**config.mk**
```make
export PLATFORM = sky130hd
export DESIGN_NAME = parking_exit_gate
export DESIGN_NICKNAME = d
export VERILOG_FILES = /design/src/rtl/parking_exit_gate.sv
export SDC_FILE = /design/constraint.sdc
export NUM_CORES = 1
export LEC_CHECK = 0
export CAP_MARGIN = 20
export CORE_UTILIZATION = 39
export CTS_BUF_LIST = sky130_fd_sc_hd__clkbuf_8
export CTS_CLUSTER_SIZE = 25
export DETAILED_ROUTE_END_ITERATION = 16
export GPL_ROUTABILITY_DRIVEN = 0
export PLACE_DENSITY = 0.57
export RECOVER_POWER = 100
export SLEW_MARGIN = 25
export SYNTH_ARGS = -nofsm -noshare
export SYNTH_HDL_FRONTEND = slang
export SYNTH_SLANG_ARGS = --single-unit
export TNS_END_PERCENT = 50
```
**constraint.sdc**
```tcl
create_clock -name clk -period 4.5 [get_ports clk]
set_clock_uncertainty 0.05 [all_clocks]
set_input_delay 1.35 -clock clk [delete_from_list [all_inputs] [get_ports clk]]
set_output_delay 1.35 -clock clk [all_outputs]
set_load 0.005 [all_outputs]
```
**src/rtl/parking_exit_gate.sv**
```systemverilog
// rtl/parking_exit_gate.sv - exit barrier controller: code check, lockout, occupancy and display
// All outputs are registered from the current state; 7-segment patterns are active-low {g,f,e,d,c,b,a}.
module parking_exit_gate #(
   parameter int         CAPACITY    = 20,
   parameter logic [1:0] EXIT_CODE_1 = 2'b10,
   parameter logic [1:0] EXIT_CODE_2 = 2'b01,
   parameter int         WAIT_CYCLES = 50_000_000,
   parameter int         OPEN_CYCLES = 250_000_000,
   parameter int         LOCK_CYCLES = 500_000_000,
   parameter int         MAX_TRIES   = 3,
   parameter int         BLINK_BIT   = 25
) (
   input  logic       clk,
   input  logic       reset,
   input  logic       sensor_exit,
   input  logic       sensor_clear,
   input  logic       code_valid,
   input  logic [1:0] exit_code_1,
   input  logic [1:0] exit_code_2,
   input  logic       car_entered,
   output logic       gate_open,
   output logic       lot_full,
   output logic [6:0] occupancy,
   output logic       GREEN_LED,
   output logic       RED_LED,
   output logic [6:0] HEX_1,
   output logic [6:0] HEX_2
);

   localparam logic [2:0] S_IDLE       = 3'd0;
   localparam logic [2:0] S_WAIT_CODE  = 3'd1;
   localparam logic [2:0] S_WRONG_CODE = 3'd2;
   localparam logic [2:0] S_OPEN       = 3'd3;
   localparam logic [2:0] S_LOCKOUT    = 3'd4;

   localparam int TW  = 32;
   localparam int TRW = $clog2(MAX_TRIES + 1);

   localparam logic [TW-1:0]  WAIT_LIM  = TW'(WAIT_CYCLES - 1);
   localparam logic [TW-1:0]  OPEN_LIM  = TW'(OPEN_CYCLES - 1);
   localparam logic [TW-1:0]  LOCK_LIM  = TW'(LOCK_CYCLES - 1);
   localparam logic [TRW-1:0] TRIES_MAX = TRW'(MAX_TRIES);
   localparam logic [6:0]     CAP7      = 7'(CAPACITY);

   localparam logic [6:0] SEG_E    = 7'b0000110;
   localparam logic [6:0] SEG_DASH = 7'b0111111;
   localparam logic [6:0] SEG_L    = 7'b1000111;
   localparam logic [6:0] SEG_OFF  = 7'b1111111;

   function automatic logic [6:0] seg7(input logic [3:0] digit);
      case (digit)
         4'd0:    seg7 = 7'b1000000;
         4'd1:    seg7 = 7'b1111001;
         4'd2:    seg7 = 7'b0100100;
         4'd3:    seg7 = 7'b0110000;
         4'd4:    seg7 = 7'b0011001;
         4'd5:    seg7 = 7'b0010010;
         4'd6:    seg7 = 7'b0000010;
         4'd7:    seg7 = 7'b1111000;
         4'd8:    seg7 = 7'b0000000;
         4'd9:    seg7 = 7'b0010000;
         default: seg7 = SEG_OFF;
      endcase
   endfunction

   logic [2:0]         state_q, state_d;
   logic [TW-1:0]      timer_q, timer_d;
   logic [TRW-1:0]     tries_q, tries_d;
   logic [6:0]         occ_q, occ_d;
   logic               lot_full_q, lot_full_d;
   logic               clear_prev_q, clear_prev_d;
   logic [BLINK_BIT:0] blink_q, blink_d;
   logic               gate_q, gate_d;
   logic               green_q, green_d;
   logic               red_q, red_d;
   logic [6:0]         hex1_q, hex1_d;
   logic [6:0]         hex2_q, hex2_d;

   logic               code_match;
   logic               clear_rise;
   logic               exit_event;
   logic [TRW-1:0]     tries_inc;
   logic [TW-1:0]      timer_limit;
   logic [6:0]         free_cnt;

   always_comb begin
      code_match  = code_valid && (exit_code_1 == EXIT_CODE_1) && (exit_code_2 == EXIT_CODE_2);
      clear_rise  = sensor_clear && !clear_prev_q;
      // tries only needs to distinguish "reached MAX_TRIES", so it parks there
      tries_inc   = (tries_q >= TRIES_MAX) ? tries_q : tries_q + TRW'(1);
      state_d     = state_q;
      tries_d     = tries_q;
      exit_event  = 1'b0;
      timer_limit = '1;

      case (state_q)
         S_IDLE: begin
            if (sensor_exit && (occ_q != 7'd0)) state_d = S_WAIT_CODE;
         end
         S_WAIT_CODE: begin
            timer_limit = WAIT_LIM;
            if (!sensor_exit) begin
               state_d = S_IDLE;
            end else if (code_valid) begin
               if (code_match) begin
                  state_d = S_OPEN;
               end else begin
                  tries_d = tries_inc;
                  state_d = S_WRONG_CODE;
               end
            end else if (timer_q == WAIT_LIM) begin
               state_d = S_IDLE;
            end
         end
         S_WRONG_CODE: begin
            if (!sensor_exit) begin
               state_d = S_IDLE;
            end else if (code_valid) begin
               if (code_match) begin
                  state_d = S_OPEN;
               end else begin
                  tries_d = tries_inc;
                  if (tries_inc >= TRIES_MAX) state_d = S_LOCKOUT;
               end
            end
         end
         S_OPEN: begin
            timer_limit = OPEN_LIM;
            if (clear_rise) begin
               exit_event = 1'b1;
               tries_d    = '0;
               state_d    = S_IDLE;
            end else if (timer_q == OPEN_LIM) begin
               state_d = S_IDLE;
            end
         end
         S_LOCKOUT: begin
            timer_limit = LOCK_LIM;
            if (timer_q == LOCK_LIM) begin
               tries_d = '0;
               state_d = S_IDLE;
            end
         end
         default: state_d = S_IDLE;
      endcase

      if (state_d != state_q)          timer_d = '0;
      else if (timer_q >= timer_limit) timer_d = timer_limit;
      else                             timer_d = timer_q + TW'(1);

      occ_d = occ_q;
      if (car_entered && !exit_event)      occ_d = (occ_q >= CAP7) ? CAP7 : occ_q + 7'd1;
      else if (exit_event && !car_entered) occ_d = (occ_q == 7'd0) ? 7'd0 : occ_q - 7'd1;
      lot_full_d   = (occ_d == CAP7);
      clear_prev_d = sensor_clear;
      blink_d      = blink_q + (BLINK_BIT+1)'(1);
   end

   always_comb begin
      free_cnt = CAP7 - occ_q;
      gate_d   = (state_q == S_OPEN);
      green_d  = (state_q == S_OPEN);
      red_d    = 1'b0;
      hex1_d   = SEG_OFF;
      hex2_d   = SEG_OFF;
      case (state_q)
         S_IDLE: begin
            hex1_d = seg7(4'(free_cnt / 7'd10));
            hex2_d = seg7(4'(free_cnt % 7'd10));
         end
         S_WAIT_CODE: begin
            red_d  = 1'b1;
            hex1_d = SEG_E;
            hex2_d = SEG_DASH;
         end
         S_WRONG_CODE: begin
            red_d  = blink_q[BLINK_BIT];
            hex1_d = SEG_E;
            hex2_d = SEG_E;
         end
         S_OPEN: begin
            hex1_d = seg7(4'd6);
            hex2_d = seg7(4'd0);
         end
         S_LOCKOUT: begin
            red_d  = blink_q[BLINK_BIT];
            hex1_d = SEG_L;
            hex2_d = seg7(4'd0);
         end
         default: begin
            hex1_d = SEG_OFF;
            hex2_d = SEG_OFF;
         end
      endcase
   end

   always_ff @(posedge clk) begin
      if (reset) begin
         state_q      <= S_IDLE;
         timer_q      <= '0;
         tries_q      <= '0;
         occ_q        <= '0;
         lot_full_q   <= 1'b0;
         clear_prev_q <= 1'b0;
         blink_q      <= '0;
         gate_q       <= 1'b0;
         green_q      <= 1'b0;
         red_q        <= 1'b0;
         hex1_q       <= SEG_OFF;
         hex2_q       <= SEG_OFF;
      end else begin
         state_q      <= state_d;
         timer_q      <= timer_d;
         tries_q      <= tries_d;
         occ_q        <= occ_d;
         lot_full_q   <= lot_full_d;
         clear_prev_q <= clear_prev_d;
         blink_q      <= blink_d;
         gate_q       <= gate_d;
         green_q      <= green_d;
         red_q        <= red_d;
         hex1_q       <= hex1_d;
         hex2_q       <= hex2_d;
      end
   end

   assign gate_open = gate_q;
   assign lot_full  = lot_full_q;
   assign occupancy = occ_q;
   assign GREEN_LED = green_q;
   assign RED_LED   = red_q;
   assign HEX_1     = hex1_q;
   assign HEX_2     = hex2_q;

endmodule

```
---- Word level (Yosys, flattened, before mapping) ----
Memory sizes are Yosys's and may differ from the RTL's.
Index checks and enable logic that the tools add are counted.
cells by class
  add/subtract/negate cells ............... 6
  div/mod/pow operators ................... 2
  magnitude comparators ................... 4
  equality and inequality tests ........... 16
  multiplexer cells ....................... 31
  reduce and logical (&&, ||, !) cells .... 18
operators by type and width
  operator                 count
  $pmux W32 S3             1
  $pmux W7 S4              2
  $mux W3                  11
  $add A32 B1 Y32 const B  1
  $eq A32 B26 Y1 const B   1
  $eq A32 B28 Y1 const B   1
  $eq A32 B29 Y1 const B   1
  $ge A32 B32 Y1           1
  $mux W32                 1
  $mux W7                  4
  $add A26 B1 Y26 const B  1
  $pmux W3 S5              1
  $mux W2                  6
  $reduce_or A2 Y1         4
  $add A7 B1 Y7 const B    1
  $div A7 B4 Y7 const B    1
  $eq A7 B5 Y1 const B     1
  $ge A7 B5 Y1 const B     1
  $logic_not A7 Y1         1
  $mod A7 B4 Y7 const B    1
  $reduce_bool A7 Y1       1
  $sub A5 B7 Y7 const A    1
  $sub A7 B1 Y7 const B    1
  $eq A3 B2 Y1 const B     2
  other kinds (17)         30
storage, ports and cells
  bits in registers ....................... 88
  memory bits (read-only) ................. 224
  input port bits ......................... 10
  output and inout bits ................... 25
  logic and storage cells ................. 90
  memories kept ........................... 2
memory list
  memory            depth  bits a word  read ports  clocked after Yosys merged registers in  write ports  RTL line  text
  (name not given)  16     7            1           0                                        0            51        case (digit)
  (name not given)  16     7            1           0                                        0            51

---- Logic depth before layout (Yosys ltp) ----
  word-level depth ........................ 10
  gate-level depth with buffers ........... 19
  depth with buffers taken out ............ 17

---- Least setup slack after synthesis ----
No wires, ideal clock.
  path type ............................... reg2reg
  start point ............................. register occ_q[0] (netlist: occupancy[0])
  end point ............................... register hex2_q[6] (netlist: HEX_2[6])
  setup time .............................. 0.124 ns
  arrival time ............................ 4.213 ns
  required time ........................... 4.326 ns
  path slack .............................. 0.113 ns
  stages on the path, launching flop included .. 20
  buffers on the path ..................... 2
  clock period less this slack ............ 4.387 ns
  cell sequence ........................... dfxtp_1 -> buf_6 -> inv_1 -> ha_1 -> buf_4 -> nor4_1 -> o21ai_1 -> a211o_1 -> a211oi_2 -> nor3_4 -> xnor2_1 -> ha_1 -> a31oi_1 -> a21oi_4 -> xnor2_2 -> ha_1 -> or4_1 -> o311ai_1 -> o311a_1 -> nor2_1
between the ends
  cells in the longest elaborated chain, start to end .. 4
ends and longest elaborated chain
  what                    RTL line  text
  from (decl)             69        logic [6:0] occ_q, occ_d;
  from (signal assigned)  202       occ_q <= '0;
  from (signal assigned)  215       occ_q <= occ_d;
  $sub A5 B7 Y7           160       free_cnt = CAP7 - occ_q;
  $mod A7 B4 Y7           169       hex2_d = seg7(4'(free_cnt % 7'd10));
  $mem_v2 Z16 W7          --
  $pmux W7 S4             166       case (state_q)
  to (signal assigned)    210       hex2_q <= SEG_OFF;
  to (signal assigned)    223       hex2_q <= hex2_d;
  to (decl)               77        logic [6:0] hex2_q, hex2_d;
No other way between the ends.
A chain may end at the register's enable or synchronous reset.

---- Final worst setup path ----
  start point ............................. register occ_q[1] (netlist: occupancy[1])
  end point ............................... register hex2_q[6] (netlist: HEX_2[6])
The elaborated chain is that of the path after synthesis.

==> results.toml <==
[yosys]
netlist-cell-type-count = 81
yosys_warnings = 0
synth_mux_area_share_pct = 0.632
yosysSeqAreaShare_pct = 27.8
synth-async-reset-ratio_pct = 0
post-synth-top-area-cell = "sky130_fd_sc_hd__dfxtp_1"
synth_adder_area_share_pct = 8.10
synth_simple_gate_area_share_pct = 25.5
synth_commonest_cells = "88 x sky130_fd_sc_hd__dfxtp_1, 82 x sky130_fd_sc_hd__nor2_1, 57 x sky130_fd_sc_hd__a21oi_1, 54 x sky130_fd_sc_hd__nand2_1, 41 x sky130_fd_sc_hd__ha_1"
synthTopCellsByArea = "sky130_fd_sc_hd__dfxtp_1 28%, sky130_fd_sc_hd__ha_1 8.1%, sky130_fd_sc_hd__nor2_1 4.9%"
post-synth-top-count-cell = "sky130_fd_sc_hd__dfxtp_1"
post_synth_instance_area_um2 = 6330
synthCells = 788
average_size_of_a_mapped_cell_um2 = 8.04
synth-compound-area-share_pct = 22.0
synthXorXnorAreaFrac_pct = 9.52
synth_top_cell_area_share_pct = 27.8
synth_ff_type = "sky130_fd_sc_hd__dfxtp_1"
synth_enable_flop_cells = 0
synth_top_family_by_area = "simple AND/OR/NAND/NOR gates"
synthesis.nets = 839
synth_seq_cells = 88

[global_routing]
initial_antenna_violation_count = 0
number_of_global_route_vias_before_repair = 5572
overflow = 0
global_route_wire_length_before_repair_um = 27800
grt_start_max_net_pins = 41
total_routing_usage_reported_by_global_routing_pct = 20.8

[status]
result_of_the_run = "finished with violations"
violated_checks = "capacitance limit, slew limit"

[cts]
post_cts_resized = 0
numCtsBuffers = 9
clock_sink_count = 88
clock_path_buffers = 2
htreeDepth = 3
cts_setup_buffers = 0
clock_latency_on_the_worst_skew_pair_ns = 0.37
clkSlewWorstSetupHoldPaths_ns = 0.10
cts_hold_buf = 0
ctsRootBufferMaster = "sky130_fd_sc_hd__clkbuf_8"
tritoncts = "built"

[placement]
placement.cell_area_um2 = 6870
portBuffers = 34
dp_hpwl_um = 12200

[sta]
layout_min_cycle_time_ns = 4.21
max_slew_margin_pct = -24.3
finalMaxSlewViolations = 41
max_slew.worst_pin.slew_ns = 1.86
final.setup.tns_ns = 0
setup_viol = 0
setup_repair_after_global_routing_missed_its_margin = "false"
achievable-frequency_mhz = 238
hold_violations = 0
period_share_pct = 93.6

[floorplan]
chipHeight_um = 129
design.portCount = 35
std_cell_rows = 46
coreArea_um2 = 15900
initial_utilization_pct = 39.9
die_area_um2 = 16800
horizontal_die_dimension_um = 129

[route]
detailedRoute.firstIterationViolations = 666
via_count = 5881
drt-vias-per-instance = 5.68
drt_pass1_iterations = 6
wire_per_inst_um = 16.1
wirelength_um = 16700
drtAntennaViolNets = 0
drc = 0

[setup_path]
crit_arrival_ns = 4.41
crit_required_ns = 4.70
critPathMaxFanout = 11
worstSetupStartpoint = "occupancy[1]"
regToRegStartpoint = "occupancy[1]"
endpoint_kind = "flop"
worst_r2r_endpoint = "HEX_2[6]"
critical_path.startpoint_type = "flop"
reg2regPathDepth = 18
crit_type = "flop to flop"
reg_to_reg_setup_timing_slack_ns = 0.29

[power]
switching_power_w = 0.000571
combPwrFrac_pct = 23.0
clock_power_share_pct = 31.6
power.leakage_nw = 2.73
seq_power_share_pct = 45.4
p_int_w = 0.00126
power-per-cell-area_nw_per_um2 = 260
power.share.switching_pct = 31.1
vdd_ir_drop_max_v = 0.000169

[min_path]
hold-path-endpoint = "blink_q[0]"
worstHoldPathType = "flop to flop"
hold_startpoint = "blink_q[0]"
min_path_cells = 1

[finish]
drive_gt1_share_pct = 8.42
area_growth_pct = 11.4
layout.cell_area.non_filler_um2 = 7050
diodes = 0
count_of_fill_cells_added_during_filler_insertion = 1620
nets = 865

[run]
max_cap_violation_count = 1
through the flow:
stage	cells	power [W]	utilization [%]	hold WS [ns]	setup slack [ns]
6_report	1035	0.00184	44.4	0.406	0.290
5_1_grt	1035	0.00193	44.4	0.429	0.00488
4_1_cts	1035	0.00187	44.5	0.408	0.327
3_5_place_dp	1019	0.00129	43.3	0.390	0.341
3_3_place_gp	1019	0.00128	43.3	0.372	0.389
2_1_floorplan	788	0.00114	-	0.363	0.113
area by class of cell:
type	instances	area [um2]	area share, %
Tap cell	216	270	3.83
Clock inverter	7	76.3	1.08
Timing Repair Buffer	63	541	7.66
Clock buffer	9	124	1.76
Multi-Input combinational cell	621	4170	59.0
Sequential cell	88	1760	25.0
Inverter	31	116	1.65
sequential cells by signal (all words and copies together) (netlist names):
name,cells
blink_q,26
lot_full,1
clear_prev_q,1
tries_q,2
HEX_2,7
RED_LED,1
occupancy,7
HEX_1,7
GREEN_LED,1
timer_q,32
state_q,3
layout by cell type (no fill, tap or decap), types with 14 or more instances in the layout:
cell                            Yosys  final
sky130_fd_sc_hd__inv_1             29     29
sky130_fd_sc_hd__buf_4              7     24
sky130_fd_sc_hd__xor2_1            33     33
sky130_fd_sc_hd__nand2_1           54     54
sky130_fd_sc_hd__nand3_1           40     40
sky130_fd_sc_hd__a21oi_1           57     56
sky130_fd_sc_hd__ha_1              41     41
sky130_fd_sc_hd__o21ai_0           25     25
sky130_fd_sc_hd__nor3_1            14     14
sky130_fd_sc_hd__and3_1            14     14
sky130_fd_sc_hd__nor2_1            82     82
sky130_fd_sc_hd__xnor2_1           29     29
sky130_fd_sc_hd__dlygate4sd3_1      0     23
sky130_fd_sc_hd__nand4_1           19     19
sky130_fd_sc_hd__dfxtp_1           88     88
kinds of logic (layout without fill, tap and decap cells):
family	Yosys count	count (layout)
AND/OR/NAND/NOR	308	308
AO/OA/AOI/OAI	203	203
flip-flops	88	88
buffers and inverters	79	110
XOR/XNOR	65	65
adder cells (fa/ha/maj)	41	41
multiplexers	4	4
worst max-delay path by stage:
stage               slack (ns)          end
finish                    0.29     HEX_2[6]
global placement          0.39  timer_q[24]
CTS                       0.33     HEX_2[5]
floorplan                 0.11     HEX_2[6]
detailed placement        0.34     HEX_2[6]
global route             0.005     HEX_2[5]
power groups by stage:
| stage | Combinational, W | Sequential, W | Clock, W |
|---|---|---|---|
| floorplan | 0.000285 | 0.000854 | 0 |
| global placement | 0.000424 | 0.000853 | 0 |
| detailed placement | 0.000435 | 0.000853 | 0 |
| CTS | 0.000438 | 0.000835 | 0.000595 |
| global route | 0.000469 | 0.000838 | 0.000623 |
| finish | 0.000423 | 0.000833 | 0.000579 |
per-layer routing:
layer	vias up	wire [um]	global-route usage, %
met1	2765	7980	29.1
met4	0	323	7.59
met3	29	848	2.39
li1	2897	-	-
met5	-	0	0
met2	190	7520	32.7
worst max-delay path, cell delays in order (launching register included):
cell and delay (ns):
sky130_fd_sc_hd__dfxtp_1 0.32, sky130_fd_sc_hd__inv_1 0.07, sky130_fd_sc_hd__ha_1 0.31, sky130_fd_sc_hd__and2b_4 0.24, sky130_fd_sc_hd__buf_4 0.18, sky130_fd_sc_hd__o21ai_1 0.14
sky130_fd_sc_hd__o32ai_1 0.13, sky130_fd_sc_hd__a2111oi_2 0.46, sky130_fd_sc_hd__nor3_4 0.09, sky130_fd_sc_hd__xnor2_1 0.16, sky130_fd_sc_hd__ha_1 0.24, sky130_fd_sc_hd__a31oi_1 0.36
sky130_fd_sc_hd__a21oi_4 0.07, sky130_fd_sc_hd__xnor2_2 0.15, sky130_fd_sc_hd__ha_1 0.21, sky130_fd_sc_hd__or4_1 0.52, sky130_fd_sc_hd__o311ai_1 0.12, sky130_fd_sc_hd__o311a_1 0.21
sky130_fd_sc_hd__nor2_1 0.04
Note: power is estimated with default switching activity, not from simulation.
